===== src/rtl/pipe_ctrl_pkg.sv =====
// rtl/pipe_ctrl_pkg.sv - shared state encoding, control bundle and defaults for pipeline_control
package pipe_ctrl_pkg;

  // Default number of consecutive mem_busy cycles before the timeout flag sets
  localparam int MEM_TIMEOUT_DEFAULT = 16;

  // FSM state encoding, visible on state_o
  typedef logic [2:0] state_t;
  localparam state_t ST_RUN          = 3'd0;
  localparam state_t ST_LOAD_STALL   = 3'd1;
  localparam state_t ST_BRANCH_FLUSH = 3'd2;
  localparam state_t ST_MEM_WAIT     = 3'd3;
  localparam state_t ST_HALTED       = 3'd4;

  // All stage enables and flushes as a single bundle
  typedef struct packed {
    logic pc_write;
    logic if_id_write;
    logic id_ex_write;
    logic ex_mem_write;
    logic mem_wb_write;
    logic if_id_flush;
    logic id_ex_flush;
  } ctrl_t;

  // Canonical control patterns
  localparam ctrl_t CTRL_RUN    = '{1'b1, 1'b1, 1'b1, 1'b1, 1'b1, 1'b0, 1'b0};
  localparam ctrl_t CTRL_STALL  = '{1'b0, 1'b0, 1'b1, 1'b1, 1'b1, 1'b0, 1'b1};
  localparam ctrl_t CTRL_BRANCH = '{1'b1, 1'b1, 1'b1, 1'b1, 1'b1, 1'b1, 1'b1};
  localparam ctrl_t CTRL_FREEZE = '{1'b0, 1'b0, 1'b0, 1'b0, 1'b0, 1'b0, 1'b0};

endpackage


===== src/rtl/pipeline_control_if.sv =====
// rtl/pipeline_control_if.sv - hazard request / stage control bundle; PIPE_PERF_EN adds perf counters
interface pipe_ctrl_if;

  // Hazard and event requests into the controller
  logic       stall_req;
  logic       branch_taken;
  logic       mem_busy;
  logic       halt;

  // Stage enables, flushes and status out of the controller
  logic       pc_write;
  logic       if_id_write;
  logic       id_ex_write;
  logic       ex_mem_write;
  logic       mem_wb_write;
  logic       if_id_flush;
  logic       id_ex_flush;
  logic [2:0] state_o;
  logic       mem_timeout;

`ifdef PIPE_PERF_EN
  logic [15:0] stall_count;
  logic [15:0] flush_count;

  // Pipeline side: raises hazards, consumes enables
  modport master (
    output stall_req, branch_taken, mem_busy, halt,
    input  pc_write, if_id_write, id_ex_write, ex_mem_write, mem_wb_write,
    input  if_id_flush, id_ex_flush, state_o, mem_timeout,
    input  stall_count, flush_count
  );

  // Controller side
  modport slave (
    input  stall_req, branch_taken, mem_busy, halt,
    output pc_write, if_id_write, id_ex_write, ex_mem_write, mem_wb_write,
    output if_id_flush, id_ex_flush, state_o, mem_timeout,
    output stall_count, flush_count
  );
`else
  // Pipeline side: raises hazards, consumes enables
  modport master (
    output stall_req, branch_taken, mem_busy, halt,
    input  pc_write, if_id_write, id_ex_write, ex_mem_write, mem_wb_write,
    input  if_id_flush, id_ex_flush, state_o, mem_timeout
  );

  // Controller side
  modport slave (
    input  stall_req, branch_taken, mem_busy, halt,
    output pc_write, if_id_write, id_ex_write, ex_mem_write, mem_wb_write,
    output if_id_flush, id_ex_flush, state_o, mem_timeout
  );
`endif

endinterface


===== src/rtl/busy_watchdog.sv =====
// rtl/busy_watchdog.sv - saturating consecutive-busy counter with sticky timeout flag
module busy_watchdog
  import pipe_ctrl_pkg::*;
#(
  parameter int MEM_TIMEOUT = MEM_TIMEOUT_DEFAULT
) (
  input  logic clk,
  input  logic reset_n,
  input  logic busy,
  output logic timeout
);

  localparam int              CW    = $clog2(MEM_TIMEOUT + 1);
  localparam logic [CW-1:0]   LIMIT = CW'(MEM_TIMEOUT);

  logic [CW-1:0] count_q, count_d;
  logic          timeout_q, timeout_d;

  // Count while busy, hold at the limit, restart on any idle cycle; flag latches on reaching the limit
  always_comb begin
    count_d = '0;
    if (busy) begin
      count_d = (count_q == LIMIT) ? count_q : count_q + 1'b1;
    end
    timeout_d = timeout_q | (count_d == LIMIT);
  end

  // Counter and sticky flag registers; only reset clears the flag
  always_ff @(posedge clk or negedge reset_n) begin
    if (!reset_n) begin
      count_q   <= '0;
      timeout_q <= 1'b0;
    end else begin
      count_q   <= count_d;
      timeout_q <= timeout_d;
    end
  end

  assign timeout = timeout_q;

endmodule


===== src/rtl/pipeline_control.sv =====
// rtl/pipeline_control.sv - pipeline hazard FSM driving stage enables/flushes; PIPE_PERF_EN adds perf counters
module pipeline_control
  import pipe_ctrl_pkg::*;
#(
  parameter int MEM_TIMEOUT = MEM_TIMEOUT_DEFAULT
) (
  input logic        clk,
  input logic        reset_n,
  pipe_ctrl_if.slave bus
);

  state_t state_q, state_d;
  ctrl_t  ctrl;

  // Same-cycle control response and next state; priority halt > mem_busy > branch > stall.
  // A stall_req seen in LOAD_STALL or BRANCH_FLUSH is the stale copy of one already handled.
  always_comb begin
    ctrl    = CTRL_RUN;
    state_d = ST_RUN;
    if (!reset_n) begin
      ctrl    = CTRL_FREEZE;
      state_d = ST_RUN;
    end else if (state_q == ST_HALTED || bus.halt) begin
      ctrl    = CTRL_FREEZE;
      state_d = ST_HALTED;
    end else if (bus.mem_busy) begin
      ctrl    = CTRL_FREEZE;
      state_d = ST_MEM_WAIT;
    end else if (bus.branch_taken) begin
      ctrl    = CTRL_BRANCH;
      state_d = ST_BRANCH_FLUSH;
    end else if (bus.stall_req &&
                 state_q != ST_LOAD_STALL &&
                 state_q != ST_BRANCH_FLUSH) begin
      ctrl    = CTRL_STALL;
      state_d = ST_LOAD_STALL;
    end
  end

  // State register
  always_ff @(posedge clk or negedge reset_n) begin
    if (!reset_n) begin
      state_q <= ST_RUN;
    end else begin
      state_q <= state_d;
    end
  end

  assign bus.pc_write     = ctrl.pc_write;
  assign bus.if_id_write  = ctrl.if_id_write;
  assign bus.id_ex_write  = ctrl.id_ex_write;
  assign bus.ex_mem_write = ctrl.ex_mem_write;
  assign bus.mem_wb_write = ctrl.mem_wb_write;
  assign bus.if_id_flush  = ctrl.if_id_flush;
  assign bus.id_ex_flush  = ctrl.id_ex_flush;
  assign bus.state_o      = state_q;

  busy_watchdog #(
    .MEM_TIMEOUT (MEM_TIMEOUT)
  ) u_watchdog (
    .clk     (clk),
    .reset_n (reset_n),
    .busy    (bus.mem_busy),
    .timeout (bus.mem_timeout)
  );

`ifdef PIPE_PERF_EN
  logic [15:0] stall_count_q, stall_count_d;
  logic [15:0] flush_count_q, flush_count_d;

  // Stalled cycles are those with the PC held outside HALTED; flushes count accepted branches
  always_comb begin
    stall_count_d = stall_count_q;
    flush_count_d = flush_count_q;
    if (!ctrl.pc_write && state_q != ST_HALTED && stall_count_q != 16'hFFFF) begin
      stall_count_d = stall_count_q + 16'd1;
    end
    if (ctrl.if_id_flush && flush_count_q != 16'hFFFF) begin
      flush_count_d = flush_count_q + 16'd1;
    end
  end

  // Saturating performance counter registers
  always_ff @(posedge clk or negedge reset_n) begin
    if (!reset_n) begin
      stall_count_q <= 16'd0;
      flush_count_q <= 16'd0;
    end else begin
      stall_count_q <= stall_count_d;
      flush_count_q <= flush_count_d;
    end
  end

  assign bus.stall_count = stall_count_q;
  assign bus.flush_count = flush_count_q;
`endif

endmodule


===== src/flat_wrapper.sv =====
// flat-port wrapper written by rule: the top's interface ports become plain ports
module pipeline_control_flat import pipe_ctrl_pkg::*;
#(
  parameter int MEM_TIMEOUT = MEM_TIMEOUT_DEFAULT
)
  (clk, reset_n, bus_stall_req, bus_branch_taken, bus_mem_busy, bus_halt, bus_pc_write, bus_if_id_write, bus_id_ex_write, bus_ex_mem_write, bus_mem_wb_write, bus_if_id_flush, bus_id_ex_flush, bus_state_o, bus_mem_timeout);
  pipe_ctrl_if bus_i ();
  input logic clk;
  input logic reset_n;
  input wire logic [$bits(bus_i.stall_req)-1:0] bus_stall_req;
  input wire logic [$bits(bus_i.branch_taken)-1:0] bus_branch_taken;
  input wire logic [$bits(bus_i.mem_busy)-1:0] bus_mem_busy;
  input wire logic [$bits(bus_i.halt)-1:0] bus_halt;
  output wire logic [$bits(bus_i.pc_write)-1:0] bus_pc_write;
  output wire logic [$bits(bus_i.if_id_write)-1:0] bus_if_id_write;
  output wire logic [$bits(bus_i.id_ex_write)-1:0] bus_id_ex_write;
  output wire logic [$bits(bus_i.ex_mem_write)-1:0] bus_ex_mem_write;
  output wire logic [$bits(bus_i.mem_wb_write)-1:0] bus_mem_wb_write;
  output wire logic [$bits(bus_i.if_id_flush)-1:0] bus_if_id_flush;
  output wire logic [$bits(bus_i.id_ex_flush)-1:0] bus_id_ex_flush;
  output wire logic [$bits(bus_i.state_o)-1:0] bus_state_o;
  output wire logic [$bits(bus_i.mem_timeout)-1:0] bus_mem_timeout;
  assign bus_i.stall_req = bus_stall_req;
  assign bus_i.branch_taken = bus_branch_taken;
  assign bus_i.mem_busy = bus_mem_busy;
  assign bus_i.halt = bus_halt;
  assign bus_pc_write = bus_i.pc_write;
  assign bus_if_id_write = bus_i.if_id_write;
  assign bus_id_ex_write = bus_i.id_ex_write;
  assign bus_ex_mem_write = bus_i.ex_mem_write;
  assign bus_mem_wb_write = bus_i.mem_wb_write;
  assign bus_if_id_flush = bus_i.if_id_flush;
  assign bus_id_ex_flush = bus_i.id_ex_flush;
  assign bus_state_o = bus_i.state_o;
  assign bus_mem_timeout = bus_i.mem_timeout;
  pipeline_control #(.MEM_TIMEOUT(MEM_TIMEOUT)) u_core (.clk(clk), .reset_n(reset_n), .bus(bus_i));
endmodule

===== config.mk =====
export PLATFORM = sky130hd
export DESIGN_NAME = pipeline_control_flat
export DESIGN_NICKNAME = d
export VERILOG_FILES = /design/src/rtl/pipe_ctrl_pkg.sv /design/src/rtl/pipeline_control_if.sv /design/src/rtl/busy_watchdog.sv /design/src/rtl/pipeline_control.sv /design/src/flat_wrapper.sv
export SDC_FILE = /design/constraint.sdc
export NUM_CORES = 1
export LEC_CHECK = 0
export BUFFER_PORTS_ARGS = -buffer_cell sky130_fd_sc_hd__buf_2
export CAP_MARGIN = 10
export CELL_PAD_IN_SITES_DETAIL_PLACEMENT = 2
export CELL_PAD_IN_SITES_GLOBAL_PLACEMENT = 2
export CORE_MARGIN = 4
export CORE_UTILIZATION = 27
export DETAILED_ROUTE_END_ITERATION = 16
export HOLD_SLACK_MARGIN = 0.05
export PLACE_DENSITY_LB_ADDON = 0.15
export SLEW_MARGIN = 10
export SYNTH_ARGS = -nofsm -noshare
export SYNTH_HDL_FRONTEND = slang
export SYNTH_SLANG_ARGS = --single-unit

===== constraint.sdc =====
create_clock -name clk -period 2 [get_ports clk]
set_input_delay 0.4 -clock clk [delete_from_list [all_inputs] [get_ports clk]]
set_output_delay 0.4 -clock clk [all_outputs]
set_load 0.01 [all_outputs]

==> impl_results.rst, run 1 <==
.. list-table::
   :header-rows: 1

   * - Metric
     - Value
   * - Max-slew violations
     - 0
   * - CTS root buf
     - sky130_fd_sc_hd__clkbuf_4
   * - Placeable core area
     - 0.00176 mm^2
   * - FMAX
     - roughly 550 MHz
   * - Pre-CTS WS
     - roughly 290 ps
   * - Result of the run
     - finished, final reports clean
   * - Number of buffers inserted for hold repair after clock tree synthesis
     - 0
   * - Crit path depth
     - 4
   * - Total Negative Setup Slacks
     - 0 ps
   * - Max Buffers Root-to-Sink
     - 2
   * - Adder and majority gate portion of the synthesized area
     - 0.0489
   * - Placed cell count
     - 89
   * - Layout net count
     - 77
   * - Sequential share of the synthesized area
     - 0.440
   * - Period Utilization, post-route
     - 0.905
   * - Basic-gate share of the synthesized area counting and, or, nand and nor cells
     - 0.193
   * - Buf/Inv on CP
     - 1
   * - Length in cells of the worst reg-to-reg path
     - 5
   * - Number of top-level design ports
     - 17
   * - Largest stage delay on the critical path
     - 420 ps
   * - Post-Layout Cell Count
     - 93
   * - Series of cell instances along the critical path
     - or3b_4 > nand3_4 > nor2_1 > buf_2
   * - Power per standard cell area
     - 627 mW/mm^2
   * - DR vias
     - 424
   * - Final ANT Viol Nets
     - 0
   * - Worst Path Required
     - ~1600 ps
   * - Proportion of synthesized flip-flops having asynchronous set or reset
     - 1.00
   * - Syn avg cell area
     - about 10 um^2
   * - Portion of netlist area occupied by mux cells
     - 0.0587
   * - Port-buffer cells
     - 16
   * - Tightest Hold Check Type
     - in2async
   * - Synth warnings
     - 0
   * - Post-synth design cell area
     - 512 um^2
   * - Detailed Route WL
     - 1200 um
   * - Combinational family with the most area after synthesis
     - simple AND/OR/NAND/NOR gates
   * - Largest fanout on the critical path
     - 6
   * - Design Area, Final
     - 649 um^2
   * - Shortest clock period the worst path allows after layout
     - between 1500 and 2000 ps
   * - Worst hold margin
     - 90.0 ps
   * - Setup crit start kind
     - flop
   * - Yosys reg bits
     - 9
   * - RePlAce Congestion
     - 0.707
   * - Number of CTS-inserted buffers
     - 3
   * - Postcts setup bufs
     - 0
   * - H-tree levels
     - 1
   * - Row count
     - 15
   * - Endpoints failing setup
     - 0
   * - Global-route wire length before repair
     - 2010 um
   * - Crit path max-delay cell type
     - sky130_fd_sc_hd__or3b_4
   * - Fillers
     - 221
   * - Clock transition at the registers of the reported paths
     - 60 ps
   * - Net count after synthesis
     - 59
   * - Dpl hpwl
     - 965 um
   * - Number of DRC violations after detailed-routing iteration 0
     - 2
   * - Diodes inserted
     - 0
   * - Number of antenna violations at the first check in global routing
     - 0
   * - Relative slew margins
     - 0.840
   * - CP Class
     - reg2out
   * - Parity-gate share of the synthesized area counting xor and xnor cells
     - 0.0342
   * - Critical path endpoint category
     - primary output
   * - Worst path top cell family by delay
     - simple AND/OR/NAND/NOR gates
   * - Synthesized-area fraction occupied by ao, oa, aoi and oai cells
     - 0.120
   * - Data arrival time of the critical path
     - roughly 1400 ps
   * - Mapped Cells
     - 51
   * - Detail-routed net length per standard cell
     - 12.9 um
   * - CTS sink cnt
     - 9
   * - Overflow left after global routing
     - 0
   * - Placed Instance Area
     - 603 um^2
   * - Max_cap viols
     - 0
   * - Vias in the first global route
     - 452
   * - Maximum number of pins on one net before global-route repair
     - 13
   * - Clock tree from TritonCTS
     - done
   * - Number of enable flip-flop cells after synthesis
     - 0
   * - Max VDD drop
     - approximately 0.00025 V
   * - Setup repair after global routing missed its margin
     - no
   * - Number of optimization iterations in the first detailed-route pass
     - 2
   * - Total die area
     - 0.00266 mm^2
   * - Final hold violations
     - 0
   * - X dimension of the die
     - between 50 and 60 um
   * - Prevailing post-synth register cell
     - sky130_fd_sc_hd__dfrtp_1
   * - Leakage power summed over all cells
     - 0.336 nW
   * - Detail-routed via count per cell
     - 4.56
   * - DRC violations left
     - 0
   * - Tightest Pin Transition
     - 233 ps
   * - Fraction of layout cells with a size suffix above 1
     - 0.382
   * - Starting density of the core
     - 0.290
   * - Number of distinct library cell variants in the gate-level netlist after synthesis
     - 25
   * - Crit path setup slack, layout
     - approximately 190 ps
   * - Worst-case clock skew
     - 0.585 ps
   * - Die H
     - 51.5 um
   * - Layout Area Growth over Synthesis
     - 26.9%
   * - Global router's overall resource usage
     - 0.106
   * - Insertion delay of the later-clocked pin in the worst-skew pair
     - 260 ps
[power breakdown]
part	internal [mW]	switching, mW	leakage (nW)
Combinational	0.0309	0.0387	0.205
Sequential	0.191	0.00828	0.115
Clock	0.0768	0.0622	0.0150
[final timing paths]
check,startpoint,endpoint,slack (ps)
worst max-delay path,u_core.bus.state_o[1],bus_id_ex_write,190
worst min-delay path,reset_n,u_core.bus.state_o[0],90
worst max register to register,u_core.u_watchdog.count_q[0],u_core.u_watchdog.timeout,510
worst min register to register,u_core.u_watchdog.timeout,u_core.u_watchdog.timeout,450
max in group asynchronous,reset_n,u_core.u_watchdog.count_q[2],1770
min in group clk,reset_n,u_core.bus.state_o[1],430
[metrics by stage]
| step | util | total power, mW |
|---|---|---|
| final | 0.368 | 0.407 |
| after global placement | 0.342 | 0.268 |
| after global routing | 0.368 | 0.442 |
| after detailed placement | 0.342 | 0.270 |
| after CTS | 0.360 | 0.418 |
| after floorplan | - | 0.242 |
[kinds of logic after synthesis]
family,after synthesis
simple gates,16
buf+inv,11
compound gates,8
mux,3
xor+xnor,2
fa+ha+maj,2
flops,9
[layer usage]
metal,part of all wire,vias up,global-route usage
met5,0,-,0
met4,0.0075,0,0.0655
met3,0.083,2,0.0401
met2,0.50,14,0.180
met1,0.41,207,0.111
li1,-,201,-
[cells in the final DEF (no fill, tap or decap), types with 2 or more instances in the layout]
| cell | count |
|---|---|
| sky130_fd_sc_hd__ha_1 | 2 |
| sky130_fd_sc_hd__a21oi_1 | 2 |
| sky130_fd_sc_hd__and2_1 | 2 |
| sky130_fd_sc_hd__inv_1 | 7 |
| sky130_fd_sc_hd__nand2_1 | 2 |
| sky130_fd_sc_hd__xnor2_1 | 2 |
| sky130_fd_sc_hd__clkbuf_4 | 3 |
| sky130_fd_sc_hd__mux2i_1 | 3 |
| sky130_fd_sc_hd__dfrtp_1 | 9 |
| sky130_fd_sc_hd__nor3_1 | 2 |
| sky130_fd_sc_hd__buf_2 | 16 |
| sky130_fd_sc_hd__nand2b_1 | 2 |
[state kept, by name (all words and copies together), names as in the netlist]
signal / flops
u_core.bus.state_o: 3
u_core.u_watchdog.count_q: 5
u_core.u_watchdog.timeout: 1
[cell usage after synthesis, types with 2 or more instances]
cell | n | area, um^2
sky130_fd_sc_hd__a21oi_1 | 2 | 10.0
sky130_fd_sc_hd__and2_1 | 2 | 12.5
sky130_fd_sc_hd__buf_4 | 3 | 22.5
sky130_fd_sc_hd__dfrtp_1 | 9 | 225
sky130_fd_sc_hd__ha_1 | 2 | 25.0
sky130_fd_sc_hd__inv_1 | 7 | 26.3
sky130_fd_sc_hd__mux2i_1 | 3 | 30.0
sky130_fd_sc_hd__nand2_1 | 2 | 7.51
sky130_fd_sc_hd__nand2b_1 | 2 | 12.5
sky130_fd_sc_hd__nand3_1 | 2 | 10.0
sky130_fd_sc_hd__nor3_1 | 2 | 10.0
sky130_fd_sc_hd__xnor2_1 | 2 | 17.5
[what timing repair did]
action                                 4_1_cts  5_1_grt
gates resized for setup                      1        3
setup endpoints to repair                    5        2
cloned                                       0        0
pin swaps                                    0        0
endpoints found under the hold margin        0        0
[final cells by class]
class	count	area, um^2	share of cell area
multi-input cells	31	253	0.389
flip-flops and latches	9	225	0.347
repair buffers	17	87.6	0.135
well taps	25	31.3	0.0482
clock buffers	4	26.3	0.0405
inverters	7	26.3	0.0405
[worst register-to-register path: stages, from the launching register on]
cell and delay, ps:
sky130_fd_sc_hd__dfrtp_1 410, sky130_fd_sc_hd__inv_1 70, sky130_fd_sc_hd__ha_1 190, sky130_fd_sc_hd__and4bb_2 260
sky130_fd_sc_hd__mux2i_1 150, sky130_fd_sc_hd__o41ai_2 310
No activity file was read; power rests on OpenSTA's default activity.
==> inputs of run 2 (changes only) <==
CORE_ASPECT_RATIO = 1.1   (was unset)
==> run 2 against run 1 <==
Net effect: final cell count down 7.5%; non-clock buffer count did not move; design area down 3.7%; register-to-register slack barely moved; utilization shrank 1.7 points; worst setup slack got worse by 96 ps; largest power group unchanged; highest routed layer unchanged.
==> impl_results.rst, run 2 (synthesis results as in run 1) <==
.. list-table::
   :header-rows: 1

   * - Metric
     - Value
   * - Result of the run
     - finished, final reports clean
   * - Total die area
     - 0.00266 mm^2 (about the same)
   * - H-tree levels
     - 1 (unchanged)
   * - Leakage power summed over all cells
     - 0.332 nW (-1.2%)
   * - Setup crit start kind
     - flop
   * - Layout net count
     - 77 (unchanged)
   * - Port-buffer cells
     - 16 (unchanged)
   * - Postcts setup bufs
     - 0 (unchanged)
   * - Portion of total power attributed to the clock network
     - 0.352 (+0.011)
   * - CP Class
     - reg2out
   * - Vias in the first global route
     - 476 (+5.3%)
   * - Final ANT Viol Nets
     - 0 (unchanged)
   * - Clock tree from TritonCTS
     - done
   * - Detail-routed via count per cell
     - 5.12 (+12%)
   * - Max_cap viols
     - 0 (unchanged)
   * - Row count
     - 16 (+1)
   * - Power share of the combinational group
     - 0.160 (-0.011)
   * - Global router's overall resource usage
     - 0.115 (+0.00863)
   * - RePlAce Congestion
     - 0.631 (-11%)
   * - Flip-flop count of the largest register, all copies and words added
     - 5 (unchanged)
   * - DR vias
     - 440 (+3.8%)
   * - Shortest clock period the worst path allows after layout
     - 1910 ps (+96.2 ps)
   * - Global-route wire length before repair
     - 2190 um (+8.6%)
   * - Crit path max-delay cell type
     - sky130_fd_sc_hd__or3b_2
   * - Insertion delay of the later-clocked pin in the worst-skew pair
     - 260 ps (about the same)
   * - Launching point of the worst reg2reg path
     - u_core.u_watchdog.count_q[0]
   * - Worst-case clock skew
     - 1.95 ps (+1.37 ps)
   * - Tightest Pin Transition
     - 250 ps (+17.7 ps)
   * - Layout Area Growth over Synthesis
     - 22.2%
   * - Commonest cells after routing, fill and taps aside
     - sky130_fd_sc_hd__buf_2 (16), sky130_fd_sc_hd__dfrtp_1 (9), sky130_fd_sc_hd__inv_1 (7)
   * - Final hold violations
     - 0 (unchanged)
   * - Period Utilization, post-route
     - 0.953 (+0.0481)
   * - Clock transition at the registers of the reported paths
     - 60 ps (about the same)
   * - Relative slew margins
     - 0.828 (-0.0121)
   * - Number of CTS-inserted buffers
     - 3 (unchanged)
   * - Worst Path Required
     - 1600 ps (about the same)
   * - Max-slew violations
     - 0 (unchanged)
   * - Number of buffers inserted for hold repair after clock tree synthesis
     - 0 (unchanged)
   * - Largest register by flop count
     - u_core.u_watchdog.count_q
   * - Number of instances resized during post-cts repair
     - 1 (unchanged)
   * - Net switching power
     - 0.112 mW (+2.3%)
   * - Starting density of the core
     - 0.287 (-0.00285)
   * - Capturing point of the worst reg2reg path
     - u_core.u_watchdog.timeout
   * - Number of optimization iterations in the first detailed-route pass
     - 2 (unchanged)
   * - Reg power frac
     - 0.488 (about the same)
   * - CTS sink cnt
     - 9 (unchanged)
   * - Number of antenna violations at the first check in global routing
     - 0 (unchanged)
   * - Number of top-level design ports
     - 17 (unchanged)
   * - Switching power share of the total
     - 0.274 (+0.00593)
   * - Power per standard cell area
     - 652 mW/mm^2 (+3.9%)
   * - Data arrival time of the critical path
     - 1510 ps (+100 ps)
   * - Design Area, Final
     - 626 um^2 (-3.7%)
   * - Total Negative Setup Slacks
     - 0 ps (unchanged)
   * - Setup repair after global routing missed its margin
     - no
   * - Detail-routed net length per standard cell
     - 14.0 um (+8.4%)
   * - Die H
     - 53.7 um (+4.1%)
   * - Series of cell instances along the critical path
     - or3b_2 > nand3_2 > nor2_1 > buf_2
   * - X dimension of the die
     - 49.5 um (-3.9%)
   * - Dpl hpwl
     - 989 um (+2.5%)
   * - Overflow left after global routing
     - 0 (unchanged)
   * - Length in cells of the worst reg-to-reg path
     - 5 (unchanged)
   * - Max Buffers Root-to-Sink
     - 2 (unchanged)
   * - FMAX
     - 525 MHz (-5.0%)
   * - Tightest Hold Check Type
     - in2async
   * - Detailed Route WL
     - 1200 um (+0.25%)
   * - DRC violations left
     - 0 (unchanged)
   * - Maximum number of pins on one net before global-route repair
     - 13 (unchanged)
   * - Diodes inserted
     - 0 (unchanged)
   * - CTS root buf
     - sky130_fd_sc_hd__clkbuf_4
   * - Max VDD drop
     - 0.000245 V (-2.5%)
   * - Largest fanout on the critical path
     - 6 (unchanged)
   * - Placed Instance Area
     - 594 um^2 (-1.5%)
   * - Placeable core area
     - 0.00178 mm^2 (+0.99%)
   * - Internal
     - 0.296 mW (-0.70%)
   * - Endpoints failing setup
     - 0 (unchanged)
   * - Largest stage delay on the critical path
     - 490 ps (+70 ps)
   * - Number of DRC violations after detailed-routing iteration 0
     - 2 (unchanged)
   * - Most common cell after layout, fill and taps aside
     - sky130_fd_sc_hd__buf_2
   * - Critical path endpoint category
     - primary output
   * - Setup slack on the worst flop-to-flop path
     - 510 ps (about the same)
   * - Fraction of layout cells with a size suffix above 1
     - 0.368 (-0.0147)
## run 2: cell types whose count changed in the layout (fill, tap and decap cells not counted)
cell / change
sky130_fd_sc_hd__nor3b_1: +1
sky130_fd_sc_hd__nand3_2: +1
sky130_fd_sc_hd__nor3b_2: -1
sky130_fd_sc_hd__nand3_4: -1
sky130_fd_sc_hd__or3b_2: +1
sky130_fd_sc_hd__or3b_4: -1
## run 2: layout make-up
class,instances,area [um^2]
tap,18,22.5
inverter,7,26.3
clock buffer,4,26.3
sequential,9,225
fill,205,1160
multi-input combinational,31,238
timing repair buffer,17,87.6
## run 2: metal layers
layer	part of all wire	vias to the layer above	global-route usage	wire length, um
met5	0	-	0	0
met4	0.034	0	0.0968	41
met3	0.091	4	0.0388	109
met2	0.51	14	0.201	615
met1	0.36	219	0.113	433
li1	-	203	-	-
## run 2: how the worst max path moves through the flow
stage | start | to | slack [ps] | cells after the start
3_5_place_dp | u_core.bus.state_o[1] | bus_mem_wb_write | 300 | 4
3_3_place_gp | u_core.bus.state_o[1] | bus_if_id_write | 310 | 4
4_1_cts | u_core.bus.state_o[1] | bus_mem_wb_write | 70 | 4
5_1_grt | u_core.bus.state_o[1] | bus_mem_wb_write | 0.8 | 4
2_1_floorplan | u_core.bus.state_o[2] | bus_pc_write | 230 | 4
6_report | u_core.bus.state_o[1] | bus_mem_wb_write | 90 | 4
## run 2: power groups by stage
stage	registers, mW	logic (mW)	clock network (mW)
floorplan	0.202	0.0398	0
global placement	0.202	0.0656	0
detailed placement	0.203	0.0661	0
CTS	0.199	0.0674	0.155
global route	0.200	0.0750	0.165
finish	0.199	0.0653	0.144
## run 2: worst max-delay path: cells and delay by family (launching register included)
family,cells,cell delay (ps)
and+or+nand+nor,3,700
DFF,1,390
buffers and inverters,1,150
## run 2: metrics by stage
| stage | setup slack, ps | instances | util | hold WS (ps) | power [mW] |
|---|---|---|---|---|---|
| global route | 0.787 | 86 | 0.351 | 68.8 | 0.440 |
| floorplan | 233 | 51 | - | 104 | 0.242 |
| global placement | 311 | 82 | 0.334 | 347 | 0.268 |
| CTS | 69.2 | 86 | 0.351 | 55.4 | 0.422 |
| finish | 93.9 | 86 | 0.351 | 65.2 | 0.408 |
| detailed placement | 296 | 82 | 0.334 | 337 | 0.269 |
==> inputs of run 3 (changes only) <==
REMOVE_ABC_BUFFERS = 1   (was unset)
==> run 3 against run 2 <==
Net effect: die area stayed put; register-to-register slack improved by 20 ps; largest power group unchanged; design area grew 3.6%.
==> impl_results.rst, run 3 (synthesis results as in run 1) <==
.. list-table::
   :header-rows: 1

   * - Metric
     - Value
   * - Result of the run
     - finished, final reports clean
   * - Final hold violations
     - 0 (unchanged)
   * - Placeable core area
     - 0.00178 mm^2 (unchanged)
   * - Clock tree from TritonCTS
     - done
   * - Die H
     - 53.7 um (unchanged)
   * - Leakage power summed over all cells
     - 0.341 nW (+2.8%)
   * - Setup crit start kind
     - flop
   * - Worst-case clock skew
     - 6.33 ps (+4.38 ps)
   * - Max VDD drop
     - 0.000291 V (+19%)
   * - Critical path endpoint category
     - primary output
   * - Buf/Inv on CP
     - 1 (unchanged)
   * - Detail-routed net length per standard cell
     - 14.2 um (+2.1%)
   * - Setup slack on the worst flop-to-flop path
     - 530 ps (+20 ps)
   * - Largest stage delay on the critical path
     - 420 ps (-70 ps)
   * - CTS root buf
     - sky130_fd_sc_hd__clkbuf_4
   * - Total die area
     - 0.00266 mm^2 (unchanged)
   * - X dimension of the die
     - 49.5 um (unchanged)
   * - RePlAce Congestion
     - 0.722 (+14%)
   * - Endpoints failing setup
     - 0 (unchanged)
   * - Tightest Hold Check Type
     - in2async
   * - Overflow left after global routing
     - 0 (unchanged)
   * - Relative slew margins
     - 0.827 (-0.000837)
   * - Maximum number of pins on one net before global-route repair
     - 13 (unchanged)
   * - Worst hold margin
     - 93.6 ps (+28.4 ps)
   * - Layout net count
     - 78 (+1.3%)
   * - Layout Area Growth over Synthesis
     - 26.7%
   * - Starting density of the core
     - 0.287 (unchanged)
   * - Shortest clock period the worst path allows after layout
     - 1850 ps (-59.1 ps)
   * - Detailed Route WL
     - 1240 um (+3.3%)
   * - Power per standard cell area
     - 641 mW/mm^2 (-1.7%)
   * - Max-slew violations
     - 0 (unchanged)
   * - DRC violations left
     - 0 (unchanged)
   * - Data arrival time of the critical path
     - 1450 ps (-60 ps)
   * - Number of optimization iterations in the first detailed-route pass
     - 4 (+2)
   * - Multi-input logic area
     - 253 um^2 (+6.3%)
   * - Insertion delay of the later-clocked pin in the worst-skew pair
     - 270 ps (about the same)
   * - Number of CTS-inserted buffers
     - 3 (unchanged)
   * - Row count
     - 16 (unchanged)
   * - CP Class
     - reg2out
   * - Vias in the first global route
     - 439 (-7.8%)
   * - Number of DRC violations after detailed-routing iteration 0
     - 4 (+2)
   * - Largest fanout on the critical path
     - 6 (unchanged)
   * - Number of top-level design ports
     - 17 (unchanged)
   * - Combined flip-flop and latch cell area
     - 225 um^2 (unchanged)
   * - Series of cell instances along the critical path
     - or3b_4 > nand3_4 > nor2_1 > buf_2
   * - Dpl hpwl
     - 994 um (+0.55%)
   * - Detail-routed via count per cell
     - 4.75 (-7.2%)
   * - Max Buffers Root-to-Sink
     - 2 (unchanged)
   * - Flip-flop count of the largest register, all copies and words added
     - 5 (unchanged)
   * - Length in cells of the worst reg-to-reg path
     - 5 (unchanged)
   * - Max_cap viols
     - 0 (unchanged)
   * - Global-route wire length before repair
     - 2140 um (-2.2%)
   * - Final ANT Viol Nets
     - 0 (unchanged)
   * - Worst path top cell family by delay
     - simple AND/OR/NAND/NOR gates
   * - Commonest cells after routing, fill and taps aside
     - sky130_fd_sc_hd__buf_2 (16), sky130_fd_sc_hd__dfrtp_1 (9), sky130_fd_sc_hd__inv_1 (7)
   * - Fraction of layout cells with a size suffix above 1
     - 0.391 (+0.0237)
   * - Total Negative Setup Slacks
     - 0 ps (unchanged)
   * - CTS sink cnt
     - 9 (unchanged)
   * - Worst Path Required
     - 1600 ps (about the same)
   * - Clock transition at the registers of the reported paths
     - 70 ps (about the same)
   * - Fillers
     - 208 (+1.5%)
   * - Diodes inserted
     - 0 (unchanged)
   * - Global router's overall resource usage
     - 0.114 (-0.00120)
   * - Period Utilization, post-route
     - 0.923 (-0.0296)
   * - Most common cell after layout, fill and taps aside
     - sky130_fd_sc_hd__buf_2
   * - Setup repair after global routing missed its margin
     - no
   * - DR vias
     - 413 (-6.1%)
   * - Number of buffers inserted for hold repair after clock tree synthesis
     - 0 (unchanged)
   * - H-tree levels
     - 1 (unchanged)
   * - FMAX
     - 541 MHz (+3.2%)
   * - Launching point of the worst reg2reg path
     - u_core.u_watchdog.count_q[0]
   * - Tightest Pin Transition
     - 252 ps (+1.22 ps)
   * - Crit path max-delay cell type
     - sky130_fd_sc_hd__or3b_4
   * - Largest register by flop count
     - u_core.u_watchdog.count_q
   * - Capturing point of the worst reg2reg path
     - u_core.u_watchdog.timeout
   * - Number of antenna violations at the first check in global routing
     - 0 (unchanged)
   * - Port-buffer cells
     - 16 (unchanged)
## run 3: through the flow
stage	power (mW)	util	worst slack, ps	instances	area, um^2
floorplan	0.236	-	276	47	484
detailed placement	0.269	0.334	273	82	594
global route	0.448	0.364	26.6	87	648
global placement	0.269	0.334	302	82	594
CTS	0.420	0.351	27.8	86	626
finish	0.415	0.364	153	87	648
## run 3: power breakdown
| part | internal, mW | switching [mW] |
|---|---|---|
| logic | 0.0318 | 0.0396 |
| clock network | 0.0771 | 0.0680 |
| registers | 0.191 | 0.00851 |
## run 3: repair_timing
action                                  4_1_cts  5_1_grt
setup buffers                                 0        1
resized for setup                             1        3
gates cloned                                  0        0
hold endpoints to repair                      0        0
endpoints found under the setup margin        7        7
## run 3: cell type report
type                            count  share of cell area
Multi-Input combinational cell     31               0.390
Sequential cell                     9               0.347
Timing Repair Buffer               18               0.147
Clock buffer                        4              0.0405
Inverter                            7              0.0405
Tap cell                           18              0.0347
## run 3: worst register-to-register path, delay by kind of cell, from the launching register on
kind | cells | cell delay (ps)
and+or+nand+nor | 1 | 260
DFF | 1 | 400
adders and majority gates | 1 | 190
AOI/OAI and AO/OA | 1 | 320
buffers and inverters | 1 | 60
muxes | 1 | 150
## run 3: metal layers
metal	GRT usage	up-vias	part of all wire
met2	0.188	6	0.52
met3	0.0499	0	0.040
met1	0.128	203	0.44
met5	0	-	0
met4	0.0553	0	0
li1	-	204	-
## run 3: how the worst max path moves through the flow
stage | start | to | slack (ps) | cells past startpoint
CTS | u_core.bus.state_o[1] | bus_mem_wb_write | 30 | 4
floorplan | u_core.bus.state_o[2] | bus_if_id_write | 280 | 3
global route | u_core.bus.state_o[1] | bus_pc_write | 30 | 4
finish | u_core.bus.state_o[1] | bus_mem_wb_write | 150 | 4
detailed placement | u_core.bus.state_o[1] | bus_mem_wb_write | 270 | 4
global placement | u_core.bus.state_o[1] | bus_mem_wb_write | 300 | 4
